### src/rtl/btb_update_queue_pkg.sv
// -----------------------------------------------------------------------------
// btb_update_queue_pkg
//
// Shared definitions for the BTB update queue:
//   XLEN            - width of source/destination PCs
//   BTB_UPDQ_DEPTH  - default number of queued updates
//   BTB_UPDATE      - one buffered update {source_pc, dest_pc}
// -----------------------------------------------------------------------------
package btb_update_queue_pkg;

  localparam int XLEN           = 32;
  localparam int BTB_UPDQ_DEPTH = 4;

  typedef struct packed {
    logic [XLEN-1:0] source_pc;
    logic [XLEN-1:0] dest_pc;
  } BTB_UPDATE;

endpackage : btb_update_queue_pkg

### src/rtl/btb_update_queue.sv
// -----------------------------------------------------------------------------
// btb_update_queue
//
// Buffers resolved taken-branch updates and drains them one per cycle into the
// BTB's single write port. A circular buffer of DEPTH entries with head/tail
// pointers and an occupancy count.
//
// Ports:
//   clock                in   system clock, rising edge
//   reset                in   asynchronous, active-low; clears the queue
//   in_valid             in   producer presents an update
//   in_ready             out  queue accepts the update this cycle
//   in_source_pc         in   branch PC
//   in_dest_pc           in   resolved target PC
//   hold                 in   suppress draining this cycle
//   btb_write_enable     out  head entry is written into the BTB at this edge
//   btb_write_source_pc  out  head entry source PC (0 when empty)
//   btb_write_dest_pc    out  head entry target PC (0 when empty)
//   count                out  occupied entries
//
// Handshake: an update transfers on a rising edge where in_valid && in_ready
// are both high. While in_valid is high and in_ready low, the producer keeps
// in_source_pc/in_dest_pc stable; it may drop in_valid without a transfer.
// The BTB side has no ready: btb_write_enable high always consumes the head.
//
// Optional feature (macro BTB_UPDQ_COALESCE_EN): an incoming update whose
// source PC matches the newest queued entry overwrites that entry's target
// instead of taking a new slot, and is accepted even when the queue is full.
// -----------------------------------------------------------------------------
module btb_update_queue
  import btb_update_queue_pkg::*;
#(
  parameter int DEPTH = BTB_UPDQ_DEPTH
) (
  input  logic                         clock,
  input  logic                         reset,
  input  logic                         in_valid,
  output logic                         in_ready,
  input  logic [XLEN-1:0]              in_source_pc,
  input  logic [XLEN-1:0]              in_dest_pc,
  input  logic                         hold,
  output logic                         btb_write_enable,
  output logic [XLEN-1:0]              btb_write_source_pc,
  output logic [XLEN-1:0]              btb_write_dest_pc,
  output logic [$clog2(DEPTH+1)-1:0]   count
);

  localparam int PW = $clog2(DEPTH);
  localparam int CW = $clog2(DEPTH+1);
  localparam logic [CW-1:0] FULL_COUNT = CW'(DEPTH);

  // ---------------------------------------------------------------------------
  // State
  // ---------------------------------------------------------------------------
  BTB_UPDATE       mem [DEPTH];
  logic [PW-1:0]   head;
  logic [PW-1:0]   tail;
  logic [CW-1:0]   count_q;
  // Held low through reset and set on the first edge after release, so the
  // producer sees in_ready=0 for the whole reset interval.
  logic            ready_armed;

  // ---------------------------------------------------------------------------
  // Status and handshake
  // ---------------------------------------------------------------------------
  logic empty;
  logic full;
  logic accept;
  logic enq;
  logic deq;
  logic merge;

  assign empty = (count_q == '0);
  assign full  = (count_q == FULL_COUNT);

  assign btb_write_enable = !empty && !hold;
  assign deq              = btb_write_enable;

  // Head is shown even while hold is high; forced to zero when nothing is
  // queued so stale storage never reaches the BTB pins.
  assign btb_write_source_pc = empty ? '0 : mem[head].source_pc;
  assign btb_write_dest_pc   = empty ? '0 : mem[head].dest_pc;

`ifdef BTB_UPDQ_COALESCE_EN
  logic [PW-1:0] newest;
  logic          merge_hit;

  assign newest = tail - PW'(1);

  // If the newest entry is also the head leaving this cycle, overwriting it
  // would lose the new target, so that case falls back to a normal enqueue.
  assign merge_hit = !empty
                   && (mem[newest].source_pc == in_source_pc)
                   && !((count_q == CW'(1)) && btb_write_enable);

  assign in_ready = ready_armed && (!full || merge_hit);
  assign merge    = in_valid && in_ready && merge_hit;
`else
  assign in_ready = ready_armed && !full;
  assign merge    = 1'b0;
`endif

  assign accept = in_valid && in_ready;
  assign enq    = accept && !merge;

  assign count = count_q;

  // ---------------------------------------------------------------------------
  // Pointers and occupancy
  // ---------------------------------------------------------------------------
  always_ff @(posedge clock or negedge reset) begin
    if (!reset) begin
      head        <= '0;
      tail        <= '0;
      count_q     <= '0;
      ready_armed <= 1'b0;
    end else begin
      ready_armed <= 1'b1;
      if (enq) begin
        tail <= tail + PW'(1);
      end
      if (deq) begin
        head <= head + PW'(1);
      end
      // Simultaneous enqueue and dequeue leaves the count unchanged.
      case ({enq, deq})
        2'b10:   count_q <= count_q + CW'(1);
        2'b01:   count_q <= count_q - CW'(1);
        default: count_q <= count_q;
      endcase
    end
  end

  // ---------------------------------------------------------------------------
  // Entry storage (data only; validity is tracked by count/head/tail)
  // ---------------------------------------------------------------------------
  always_ff @(posedge clock) begin
    if (enq) begin
      mem[tail] <= '{source_pc: in_source_pc, dest_pc: in_dest_pc};
    end
`ifdef BTB_UPDQ_COALESCE_EN
    if (merge) begin
      mem[newest].dest_pc <= in_dest_pc;
    end
`endif
  end

endmodule : btb_update_queue

### config.mk
export PLATFORM = sky130hd
export DESIGN_NAME = btb_update_queue
export DESIGN_NICKNAME = d
export VERILOG_FILES = /design/src/rtl/btb_update_queue_pkg.sv /design/src/rtl/btb_update_queue.sv
export SDC_FILE = /design/constraint.sdc
export NUM_CORES = 1
export LEC_CHECK = 0
export CAP_MARGIN = 20
export CORE_UTILIZATION = 30
export CTS_BUF_LIST = sky130_fd_sc_hd__clkbuf_8
export DETAILED_ROUTE_END_ITERATION = 16
export GPL_ROUTABILITY_DRIVEN = 0
export HOLD_SLACK_MARGIN = 0.06
export PLACE_DENSITY = 0.54
export RECOVER_POWER = 50
export SLEW_MARGIN = 20
export SYNTH_ARGS = -nofsm -noshare
export SYNTH_HDL_FRONTEND = slang
export SYNTH_SLANG_ARGS = --single-unit
### constraint.sdc
create_clock -name clock -period 4 [get_ports clock]
set_input_delay 0.4 -clock clock [delete_from_list [all_inputs] [get_ports clock]]
set_output_delay 0.4 -clock clock [all_outputs]
set_load 0.05 [all_outputs]
## Yosys cells after proc, flatten, opt, wreduce, memory -nomap -nowiden

Memories as Yosys holds them, arrays and structs flattened.
Index checks and enable logic that the tools add are counted.

| word-level totals | value |
|---|---|
| flip-flop bits (word level) | 8 |
| RAM bits | 256 |
| bits of input ports | 68 |
| logic and storage cells | 25 |
| memories kept | 1 |

| cells by class | value |
|---|---|
| add/sub/neg operators | 4 |
| eq/ne operators | 3 |
| muxes and demuxes | 5 |
| reductions and logical operators | 8 |

Memory list:

| name | words | bits a word | read ports | clocked after Yosys merged registers in | write ports | RTL line | text |
|---|---|---|---|---|---|---|---|
| mem | 4 | 64 | 1 | 0 | 1 | btb_update_queue.sv:55 | `BTB_UPDATE mem [DEPTH];` |

Operator list:

| operator | number |
|---|---|
| two-way mux 32 bit | 2 |
| case mux 3 bit (2 select lines) | 1 |
| adder 2 x 1 -> 2 bit (second input constant) | 2 |
| adder 3 x 1 -> 3 bit (second input constant) | 1 |
| == test 3 bit (second input constant) | 1 |
| logical AND 1 bit | 3 |
| zero test 1 bit | 3 |
| zero test 3 bit | 1 |
| subtractor 3 x 1 -> 3 bit (second input constant) | 1 |
| == test 2 x 1 -> 1 bit (second input constant) | 1 |
| == test 2 bit (second input constant) | 1 |
| two-way mux 1 bit | 2 |
| nonzero test 2 bit | 1 |

## Longest topological paths before layout

Gate-level depths: netlist of the first run.

| logic depth | value |
|---|---|
| depth in word-level cells | 6 |
| depth in mapped cells | 9 |
| mapped depth without buffers | 9 |

## Worst setup path after synthesis of the first run

Ideal clock, no wire load.

| timing path | value |
|---|---|
| path kind | register to register |
| from | register count_q[0] (netlist: count[0]) |
| to | memory mem[0][0] (netlist bit) (enable) |
| data arrival time | 2725 ps |
| required time | 3571 ps |
| setup slack | 846 ps |
| stages on the path, launching flop included | 4 |
| path through | dfrtp_1 -> nor2_1 -> a21oi_1 -> and2_1 |

| between the ends | value |
|---|---|
| cells in the longest elaborated chain, start to end | 6 |

Ends and longest elaborated chain:

| what | RTL line | text |
|---|---|---|
| from (decl) | btb_update_queue.sv:58 | `logic [CW-1:0] count_q;` |
| from (signal assigned) | btb_update_queue.sv:127 | `2'b10: count_q <= count_q + CW'(1);` |
| from (signal assigned) | btb_update_queue.sv:128 | `2'b01: count_q <= count_q - CW'(1);` |
| from (signal assigned) | btb_update_queue.sv:129 | `default: count_q <= count_q;` |
| == test 3 bit | btb_update_queue.sv:74 | `assign full = (count_q == FULL_COUNT);` |
| zero test 1 bit | btb_update_queue.sv:99 | `assign in_ready = ready_armed && !full;` |
| logical AND 1 bit | btb_update_queue.sv:99 |  |
| logical AND 1 bit | btb_update_queue.sv:103 | `assign accept = in_valid && in_ready;` |
| two-way mux 1 bit | btb_update_queue.sv:138 | `if (enq) begin` |
| two-way mux 1 bit (implied by the code) | btb_update_queue.sv:139 | `mem[tail] <= '{source_pc: in_source_pc, dest_pc: in_dest_pc};` |
| to (decl) | btb_update_queue.sv:55 |  |

Every way passes these cells.

## Final worst setup path of the first run

| timing path | value |
|---|---|
| from | register head[0] |
| to | output btb_write_source_pc[10] |

| between the ends | value |
|---|---|
| cells in the longest elaborated chain, start to end | 2 |

Ends and longest elaborated chain:

| what | RTL line | text |
|---|---|---|
| from (decl) | btb_update_queue.sv:56 | `logic [PW-1:0] head;` |
| from (signal assigned) | btb_update_queue.sv:123 | `head <= head + PW'(1);` |
| memory (4 x 64 bit) | n/a |  |
| two-way mux 32 bit | btb_update_queue.sv:81 | `assign btb_write_source_pc = empty ? '0 : mem[head].source_pc;` |
| to (decl) | btb_update_queue.sv:43 | `output logic [XLEN-1:0] btb_write_source_pc,` |

Every way passes these cells.

==> flow_metrics.env, run 1 <==
export IMPL_grt_pass1_wl_mm=31.5
export IMPL_rr_endpoint="mem[3][37]"
export IMPL_arrival_ps=3110
export IMPL_synth_top_area_share_pct=76.0
export IMPL_firstDrtPassIters=4
export IMPL_status="finished with violations"
export IMPL_power_frac_seq_pct=34.7
export IMPL_utilization_pct=39.2
export IMPL_max_cap_violations=3
export IMPL_synth_distinct_cells=24
export IMPL_period_minus_slack_ps=3510
export IMPL_async_flop_share_pct=3.03
export IMPL_ys_flop_type="edfxtp_1"
export IMPL_post_drt_wl_per_cell_um=18.7
export IMPL_cts_buffer_depth=3
export IMPL_yosys_warnings=0
export IMPL_path_max_fanout=21
export IMPL_insertion_delay_ps=530
export IMPL_setup_viol=0
export IMPL_clkPwrFrac_pct=21.3
export IMPL_grt_util_all_layers_pct=12.3
export IMPL_cts_buffers=46
export IMPL_gr_total_overflow=0
export IMPL_place_ws_ps=968
export IMPL_start_util_pct=30.8
export IMPL_comb_power_share_pct=44.0
export IMPL_synth_edff_count=256
export IMPL_path_clk_slew_ps=60
export IMPL_finalNetCount=692
export IMPL_cts_root_buffer="clkbuf_8"
export IMPL_yosys_top_cells_count="edfxtp_1 (256), mux4_2 (64), nor2b_1 (64), dfrtp_1 (8), buf_2 (7)"
export IMPL_worst_pin_slew_ps=1590
export IMPL_skew_ps=16.1
export IMPL_remaining_drc_errors=0
export IMPL_die_x_um=186
export IMPL_wl_met3_mm=1.50
export IMPL_grt_setup_unrepaired="no"
export IMPL_highest_layer="met5"
export IMPL_r2r_slack_ps=910
export IMPL_numClockSinks=264
export IMPL_place_hpwl_mm=11.9
export IMPL_synthesis_instances=446
export IMPL_p_int_mw=6.37
export IMPL_yosysTopAreaCell="edfxtp_1"
export IMPL_ant_nets=0
export IMPL_fmax_mhz=285
export IMPL_cp_start_kind="flop"
export IMPL_critPathKind="flop to output pin"
export IMPL_hold_class="input port to asynchronous set/reset pin"
export IMPL_synth_net_count=520
export IMPL_cp_required_ps=3600
export IMPL_final_hold_viol_count=0
export IMPL_critPathCaptureType="output pin"
export IMPL_route_vias_total=4841
export IMPL_netlist_area_um2=10100
export IMPL_cts_htree_levels=2
export IMPL_finalSetupTns_ps=0
export IMPL_fin_crit_sh_pct=87.8
export IMPL_antenna_found_initial=3
export IMPL_p_sw_share_pct=38.7
export IMPL_rows=66
export IMPL_yosysMostFrequentCell="edfxtp_1"
export IMPL_leakage_nw=4.20
export IMPL_hold_slack_ps=245
export IMPL_ys_ff_latch=264
export IMPL_cts_resized=0
export IMPL_core_area_um2=32900
export IMPL_slew_violations=78
export IMPL_m1WireLength_mm=8.63
export IMPL_area_growth_pct=27.4
export IMPL_cts_setup_buffers=0
export IMPL_io_buffer_count=136
export IMPL_wl_met2_mm=9.77
export IMPL_cts_hold_buffers=0
export IMPL_cts_tree="yes"
export IMPL_r2r_cells=4
export IMPL_violations="capacitance limit, slew limit"
export IMPL_drive_above_1_share_pct=20.6
export IMPL_die_area_um2=34400
export IMPL_p_per_area_nw_per_um2=807
export IMPL_ys_top_cells_by_area="edfxtp_1 (76%), mux4_2 (14%), nor2b_1 (4.0%)"
export IMPL_drtIter0Drc=293
export IMPL_synth_seq_area_share_pct=78.0
export IMPL_max_slew_margin_pct=-5.95
export IMPL_syn_mean_instance_area_um2=22.7
export IMPL_max_vdd_ir_drop_mv=0.424
export IMPL_finalWirelength_mm=20.3
export IMPL_r2r_start="count[0]"
export IMPL_grt_start_max_net_pins=67
export IMPL_pin_count=137
export IMPL_layout_setup_ws_ps=489
export IMPL_grt_pass1_vias=5542
export IMPL_via_per_inst=4.45
export IMPL_fp_dieH_um=186
export IMPL_p_switching_mw=4.02
metal layers:
| layer | vias up | track usage (%) |
|---|---|---|
| met4 | 4 | 4.07 |
| met1 | 2502 | 15.6 |
| met2 | 155 | 20.1 |
| met5 | - | 0 |
| met3 | 34 | 3.66 |
| li1 | 2146 | - |
placed cells by master (no fill, tap or decap), types with 2 or more instances in the layout:
| cell | synthesis | layout |
|---|---|---|
| and2_1 | 4 | 3 |
| buf_12 | 0 | 7 |
| buf_4 | 2 | 2 |
| bufinv_16 | 0 | 2 |
| clkbuf_8 | 0 | 47 |
| clkdlybuf4s50_1 | 0 | 71 |
| clkinv_1 | 0 | 7 |
| clkinv_2 | 0 | 5 |
| clkinvlp_4 | 0 | 2 |
| dfrtp_1 | 8 | 6 |
| dfrtp_4 | 0 | 2 |
| dlygate4sd3_1 | 0 | 65 |
| edfxtp_1 | 256 | 256 |
| ha_1 | 5 | 5 |
| inv_1 | 6 | 18 |
| mux4_2 | 64 | 64 |
| nor2_1 | 3 | 3 |
| nor2b_1 | 64 | 64 |
| xnor2_1 | 2 | 2 |
| xor2_1 | 4 | 4 |
logic make-up after synthesis:
| family | synth area share [%] |
|---|---|
| flip-flops | 78.0 |
| AND/OR/NAND/NOR | 4.48 |
| multiplexers | 14.5 |
| buffers and inverters | 1.53 |
| adder cells (fa/ha/maj) | 0.817 |
| XOR/XNOR | 0.520 |
| AO/OA/AOI/OAI | 0.124 |
| other | 0.0371 |
sequential cells by signal, summed over array words and instances (netlist names):
register     flops
tail             2
count            3
ready_armed      1
mem            256
head             2
power groups by stage:
stage          clock network, mW  logic, mW  registers, mW
2_1_floorplan                  0       3.26           3.56
3_3_place_gp                   0       4.65           3.65
3_5_place_dp                   0       4.66           3.68
4_1_cts                     2.29       4.68           3.62
5_1_grt                     2.42       4.83           3.65
6_report                    2.21       4.57           3.60
worst max path at each step:
stage,endpoint,from,slack (ps)
final,btb_write_source_pc[10],head[0],490
after detailed placement,btb_write_source_pc[10],head[0],970
after floorplan,mem[0][0],count[0],850
after global placement,btb_write_source_pc[10],head[0],990
after CTS,btb_write_source_pc[10],head[0],360
after global routing,btb_write_source_pc[10],head[0],290
per-stage QoR:
step	std cells	instance area (um2)	total power, mW
3_5_place_dp	1012	12100	8.34
3_3_place_gp	1012	12100	8.30
4_1_cts	1087	12900	10.6
2_1_floorplan	446	10100	6.82
6_report	1088	12900	10.4
5_1_grt	1088	12900	10.9
layout make-up:
type	instances	area [um2]
well taps	442	553
multi-input cells	155	2070
inverters	6	22.5
clock buffers	47	647
flip-flops and latches	264	7900
diodes	1	2.50
fillers	3049	20000
clock inverters	28	171
repair buffers	145	1520
worst max-delay path, cell delays in order (launching register included):
cell and delay (ps):
dfrtp_4 650, buf_4 450, mux4_2 560, nor2b_1 160
clkdlybuf4s50_1 720
Note: power is estimated with default switching activity, not from simulation.
==> run 2: changes to the inputs <==
DONT_BUFFER_PORTS = 1   (was default)
PLACE_DENSITY = 0.5   (was 0.54)
SLEW_MARGIN = 30   (was 20)
clock period = 2.8 ns   (was 4 ns; I/O delays follow)
==> run 2 against run 1 <==
The run now ends clean. Register-to-register slack got worse by 590 ps. Clock power rose by 61%. Sequential share of layout area fell by 0.22 points. First-iteration DRC count fell by 13%. Combinational power rose by 42%. Sequential cell count did not move. Critical endpoint is now btb_write_source_pc[30].
==> flow_metrics.env, run 2 (synthesis gave the netlist of run 1 again) <==
export IMPL_hold_class="input port to asynchronous set/reset pin"
export IMPL_p_per_area_nw_per_um2=1170
export IMPL_grt_setup_unrepaired="no"
export IMPL_max_slew_margin_pct=45.2
export IMPL_layout_common_cells="edfxtp_1 (256), buf_4 (78), dlygate4sd3_1 (67), mux4_2 (64), nor2b_1 (64)"
export IMPL_numClockSinks=264
export IMPL_largest_register_ffs=256
export IMPL_cts_buffer_depth=3
export IMPL_final_common_cell="edfxtp_1"
export IMPL_slew_violations=0
export IMPL_setup_viol=0
export IMPL_finalSetupTns_ps=0
export IMPL_post_drt_wl_per_cell_um=19.0
export IMPL_worst_pin_slew_ps=822
export IMPL_final_hold_viol_count=0
export IMPL_fmax_mhz=386
export IMPL_gr_total_overflow=0
export IMPL_cp_required_ps=2520
export IMPL_drive_above_1_share_pct=33.1
export IMPL_cts_htree_levels=2
export IMPL_arrival_ps=2310
export IMPL_path_max_fanout=18
export IMPL_grt_start_max_net_pins=66
export IMPL_core_area_um2=32900
export IMPL_max_cap_violations=0
export IMPL_postPlaceCellArea_um2=11300
export IMPL_critPathTopFamily="flip-flops"
export IMPL_path_clk_slew_ps=60
export IMPL_hold_slack_ps=104
export IMPL_status="complete, no violations"
export IMPL_via_per_inst=4.41
export IMPL_leakage_nw=4.37
export IMPL_slowest_delay_ps=660
export IMPL_cts_buffers=47
export IMPL_skew_ps=13.5
export IMPL_final_cell_area_um2=12900
export IMPL_die_x_um=186
export IMPL_utilization_pct=39.3
export IMPL_start_util_pct=30.8
export IMPL_grt_pass1_wl_mm=31.7
export IMPL_area_growth_pct=27.8
export IMPL_ant_nets=0
export IMPL_fin_crit_sh_pct=92.6
export IMPL_firstDrtPassIters=4
export IMPL_p_total_mw=15.1
export IMPL_top_register="mem"
export IMPL_rows=66
export IMPL_die_area_um2=34400
export IMPL_slowest_stage="dfrtp_4"
export IMPL_max_vdd_ir_drop_mv=0.750
export IMPL_finalNetCount=705
export IMPL_critPathKind="flop to output pin"
export IMPL_remaining_drc_errors=0
export IMPL_grt_pass1_vias=5484
export IMPL_crit_chain="buf_4, mux4_2, nor2b_1, buf_4"
export IMPL_cp_start_kind="flop"
export IMPL_dp_cells=952
export IMPL_layout_setup_ws_ps=206
export IMPL_grt_util_all_layers_pct=12.5
export IMPL_pin_count=137
export IMPL_io_buffer_count=0
export IMPL_cts_tree="yes"
export IMPL_place_hpwl_mm=12.4
export IMPL_path_buf_inv=2
export IMPL_drtIter0Drc=256
export IMPL_insertion_delay_ps=540
export IMPL_period_minus_slack_ps=2590
export IMPL_antenna_found_initial=1
export IMPL_cpMostUsedCell="buf_4"
export IMPL_finalWirelength_mm=21.1
export IMPL_place_ws_ps=391
export IMPL_fin_cells=1107
export IMPL_fp_dieH_um=186
export IMPL_critPathCaptureType="output pin"
export IMPL_cts_root_buffer="clkbuf_8"
export IMPL_route_vias_total=4880
[run 2: power by group]
part	internal, mW	switching (mW)
registers	4.83	0.223
logic	2.36	4.16
clock network	2.05	1.51
[run 2: final timing paths]
check | startpoint | end | slack [ps] | cells past startpoint
max in group asynchronous | reset | head[1] | 2360 | 1
worst min register to register | count[2] | count[2] | 550 | 1
worst min-delay path | reset | tail[1] | 100 | 1
min in group clock | in_dest_pc[21] | mem[0][21] | 440 | 1
worst max register to register | count[0] | mem[1][52] | 320 | 4
worst max-delay path | head[1] | btb_write_source_pc[30] | 210 | 4
[run 2: per-layer routing]
layer	part of all wire [%]	up-vias	track usage [%]
li1	-	2181	-
met1	41	2528	14.7
met2	51	143	21.8
met3	6.3	28	3.66
met4	1.6	0	3.93
met5	0	-	0
[run 2: cell type report]
type / instances / area, um2
well taps: 442 / 553
diodes: 1 / 2.50
clock buffers: 48 / 661
multi-input cells: 155 / 2080
fillers: 3041 / 19900
repair buffers: 157 / 1430
clock inverters: 34 / 277
inverters: 6 / 22.5
flip-flops and latches: 264 / 7900
[run 2: what timing repair did]
item / in CTS / in global routing
hold buffers: 67 / 0
setup endpoints to repair: 31 / 0
buffers inserted: 5 / 0
gates resized for setup: 1 / 0
endpoints found under the hold margin: 267 / 0
